<file path="config.mk">
export PLATFORM = sky130hd
export DESIGN_NAME = serial_collector
export DESIGN_NICKNAME = d
export VERILOG_FILES = /design/src/rtl/serial_collector.sv
export SDC_FILE = /design/constraint.sdc
export NUM_CORES = 1
export LEC_CHECK = 0
export CORE_MARGIN = 3
export CORE_UTILIZATION = 45
export CTS_CLUSTER_SIZE = 14
export DETAILED_ROUTE_END_ITERATION = 6
export PLACE_DENSITY = 0.81
export SETUP_SLACK_MARGIN = 0.2
export SLEW_MARGIN = 0
export SYNTH_ARGS = -nofsm -noshare
export SYNTH_HDL_FRONTEND = slang
export SYNTH_SLANG_ARGS = --single-unit
</file>
<file path="constraint.sdc">
create_clock -name clk -period 3 [get_ports clk]
set_input_delay 0.6 -clock clk [delete_from_list [all_inputs] [get_ports clk]]
set_output_delay 0.6 -clock clk [all_outputs]
set_load 0.02 [all_outputs]
</file>
<file path="src/rtl/serial_collector.sv">
// serial_collector: assembles 16 LSB-first serial bits into a parallel word with an out_valid/ack handoff.
// Optional feature macro SERIAL_COLLECTOR_OVERFLOW_EN adds carry_in/overflow capture on the 16th bit.
module serial_collector (
    input  logic        clk,
    input  logic        reset,
    input  logic        start,
    input  logic        bit_in,
    input  logic        bit_valid,
    input  logic        ack,
    output logic [15:0] out,
    output logic        out_valid,
    output logic        busy,
    output logic [3:0]  bit_count,
    output logic [1:0]  state_dbg
`ifdef SERIAL_COLLECTOR_OVERFLOW_EN
    ,
    input  logic        carry_in,
    output logic        overflow
`endif
);

    // Handshake: a completed word is offered while out_valid=1 and stays stable
    // until ack is sampled high on a clock edge; ack while out_valid=0 is ignored.
    typedef enum logic [1:0] {
        ST_IDLE  = 2'd0,
        ST_SHIFT = 2'd1,
        ST_FULL  = 2'd2
    } state_t;

    state_t state;
    state_t next_state;
    logic   do_clear;
    logic   do_shift;
    logic   last_bit;

    always_ff @(posedge clk or posedge reset) begin
        if (reset) begin
            state <= ST_IDLE;
        end else begin
            state <= next_state;
        end
    end

    // start outranks bit_valid in SHIFT; in FULL only ack can release the word.
    always_comb begin
        next_state = state;
        do_clear   = 1'b0;
        do_shift   = 1'b0;
        case (state)
            ST_IDLE: begin
                if (start) begin
                    next_state = ST_SHIFT;
                    do_clear   = 1'b1;
                end
            end
            ST_SHIFT: begin
                if (start) begin
                    do_clear = 1'b1;
                end else if (bit_valid) begin
                    do_shift = 1'b1;
                    if (bit_count == 4'd15) begin
                        next_state = ST_FULL;
                    end
                end
            end
            ST_FULL: begin
                if (ack) begin
                    if (start) begin
                        next_state = ST_SHIFT;
                        do_clear   = 1'b1;
                    end else begin
                        next_state = ST_IDLE;
                    end
                end
            end
            default: begin
                next_state = ST_IDLE;
            end
        endcase
    end

    always_comb begin
        busy      = (state == ST_SHIFT);
        out_valid = (state == ST_FULL);
        state_dbg = state;
    end

    assign last_bit = do_shift && (bit_count == 4'd15);

    always_ff @(posedge clk or posedge reset) begin
        if (reset) begin
            out       <= 16'h0000;
            bit_count <= 4'd0;
        end else if (do_clear) begin
            out       <= 16'h0000;
            bit_count <= 4'd0;
        end else if (do_shift) begin
            out       <= {bit_in, out[15:1]};
            bit_count <= bit_count + 4'd1;
        end
    end

`ifdef SERIAL_COLLECTOR_OVERFLOW_EN
    always_ff @(posedge clk or posedge reset) begin
        if (reset) begin
            overflow <= 1'b0;
        end else if (do_clear) begin
            overflow <= 1'b0;
        end else if (last_bit) begin
            overflow <= carry_in;
        end
    end
`else
    logic unused_last_bit;
    assign unused_last_bit = last_bit;
`endif

endmodule

</file>
==> run_results.csv <==
group,metric,value,unit
floorplan,die_w,52.3,um
finish,final_area,1310,um2
synthesis,synthAdderAreaFrac,0.0130,
setup_path,cp.arrival,1.72,ns
synthesis,synth-seq-area-share,0.570,
synthesis,yosys.area_share.simple,0.238,
route,ant_nets,0,
cts,cts_max_level,1,
placed_design,gp_congestion,0.724,
synthesis,synth_compound_area_frac,0.126,
cts,clock_path_buffers,2,
synthesis,ys_types,25,
power,total_power,524,uW
synthesis,syn_area,966,um2
power,leakage,0.536,nW
cts,cts_resized,0,
timing,worst_pin_slew,0.798,ns
synthesis,synth_top_area_share,0.570,
cts,ctsHoldBuffers,0,
status,status,"finished, final reports clean",
route,via_per_inst,5.20,
route,vias,832,
timing,rsz0062_at_grt,"no",
power,power_density,402,nW/um2
cts,cts_tree,"yes",
timing,post-route-period-util,0.772,
synthesis,yosys.area.top_type,"dfrtp_1",
global_routing,grt_pass1_vias,745,
floorplan,start_util,0.482,
cts,worst_skew_pair.late_latency,0.30,ns
finish,antenna_cells,0,
floorplan,num_rows,16,
power,vdd_drop_max,0.000272,V
synthesis,synth_edf_count,0,
finish,area_growth,35.2,%
placed_design,placedInstanceArea,1270,um2
route,wire_per_inst,11.9,um
finish,nFillCells,163,
cts,cts_setup_buffers,0,
cts,root_buffer,"clkbuf_4",
synthesis,ys.flop_type,"dfrtp_1",
route,finalWirelength,1910,um
cts,cts_num_sinks,22,
global_routing,gr-usage-all-layers,0.154,
global_routing,overflow,0,
global_routing,grt_max_degree,23,
cts,cts_inserted_buffers,3,
timing,setup_tns,0,ns
setup_path,cp-start-kind,"register",
synthesis,synthArstFlopShare,1.00,
synthesis,synthTopCellsByArea,"dfrtp_1, nand2_1, a21oi_1",
setup_path,worstPathMaxFanout,8,
hold_path,hp-class,"reg2reg",
setup_path,critical_path_class,"reg2out",
synthesis,synth-seq-cells,22,
synthesis,ys_warn_count,0,
route,drtPass1Iterations,4,
floorplan,die_h,52.3,um
job,drv_cap,0,
floorplan,coreArea,2000,um2
synthesis,syn_nets,111,
floorplan,num_io_pins,30,
synthesis,synth_top_family_by_area,"simple AND/OR/NAND/NOR gates",
cts,clk_pin_slew,0.12,ns
placed_design,portBuffers,29,
global_routing,antenna_found_initial,0,
synthesis,synth_xor_area_frac,0.00907,
setup_path,endpoint_kind,"output port",
timing,slew_headroom,0.467,
route,drc,0,
timing,finalHoldViolCount,0,
floorplan,dieArea,2740,um2
timing,setup_violations,0,
finish,final_nets,141,
timing,drv_slew,0,
setup_path,crit_required,2.40,ns
route,initialDrtViolationCount,11,
synthesis,syn_area_per_cell,9.29,um2
global_routing,grt_pass1_wl,3200,um
synthesis,syn_inst,104,
finish,drive_gt1_frac,0.0602,
synthesis,muxShareOfSynthArea,0,
timing,min_period,2.32,ns
timing,worst_clock_skew,0.00459,ns
timing,fmax,432,MHz
-- metal layers --
metal	global-route usage	part of all wire	routed length (um)
met1	0.213	0.46	877
met2	0.236	0.46	880
met3	0.0313	0.060	115
met4	0.0638	0.019	36
met5	0	0	0
-- worst paths after layout --
check	start	to	slack [ns]	cells past startpoint
max	state_dbg[0]	busy	0.68	3
min	out[0]	out[0]	0.53	2
max reg2reg	state_dbg[1]	bit_count[2]	1.53	3
min reg2reg	out[0]	out[0]	0.53	2
max in group asynchronous	reset	out[0]	1.77	2
min in group asynchronous	reset	out[12]	0.73	2
-- Yosys cell counts, drive strengths merged, types with 2 or more instances --
cell type / n
a21oi: 18
buf: 6
dfrtp: 22
inv: 2
nand2: 35
nand2b: 2
nor2: 3
-- power breakdown --
| part | switching, mW | leakage (nW) | internal [mW] | total, mW |
|---|---|---|---|---|
| Clock | 0.0863 | 0.0210 | 0.0740 | 0.160 |
| Combinational | 0.0340 | 0.213 | 0.0244 | 0.0584 |
| Sequential | 0.00535 | 0.302 | 0.300 | 0.306 |
| Total | 0.126 | 0.536 | 0.399 | 0.524 |
-- cell type report --
class	count	area [um2]	share of cell area
Clock buffer	4	36.3	0.0278
Sequential cell	22	551	0.421
Inverter	2	7.51	0.00575
Timing Repair Buffer	31	305	0.234
Tap cell	27	33.8	0.0259
Multi-Input combinational cell	74	373	0.285
-- per-stage QoR --
step                      cells  hold slack [ns]  setup WS [ns]  utilization
after CTS                   160            0.534          0.668        0.653
after global routing        160            0.575          0.575        0.653
after global placement      156            0.518          0.964        0.634
after floorplan             104            0.589           1.48            -
after detailed placement    156            0.518          0.905        0.634
final                       160            0.530          0.685        0.653
-- sequential cells by signal, indices dropped and copies added (netlist names) --
register,flops
bit_count,4
out,16
state_dbg,2
-- critical path, stage by stage, from the launching register on --
cell             delay, ns
dfrtp_1               0.47
or2b_1                0.26
inv_1                 0.08
clkdlybuf4s50_1       0.60
-- cell usage in the layout, fill, tap and decap left out, drive strengths merged, types with 2 or more instances in the layout --
cell | synthesis | routed
dfrtp | 22 | 22
a21oi | 18 | 18
buf | 6 | 2
nor2 | 3 | 3
clkdlybuf4s50 | 0 | 29
clkbuf | 0 | 4
nand2 | 35 | 35
nand2b | 2 | 2
inv | 2 | 2
-- kinds of logic (layout without fill, tap and decap cells) --
kind of cell               Yosys count  in the layout
buffers and inverters                8             37
adders and majority gates            1              1
AOI/OAI and AO/OA                   22             22
DFF                                 22             22
xor gates and xnor gates             1              1
and+or+nand+nor                     50             50
(Power assumes the default switching activity.)
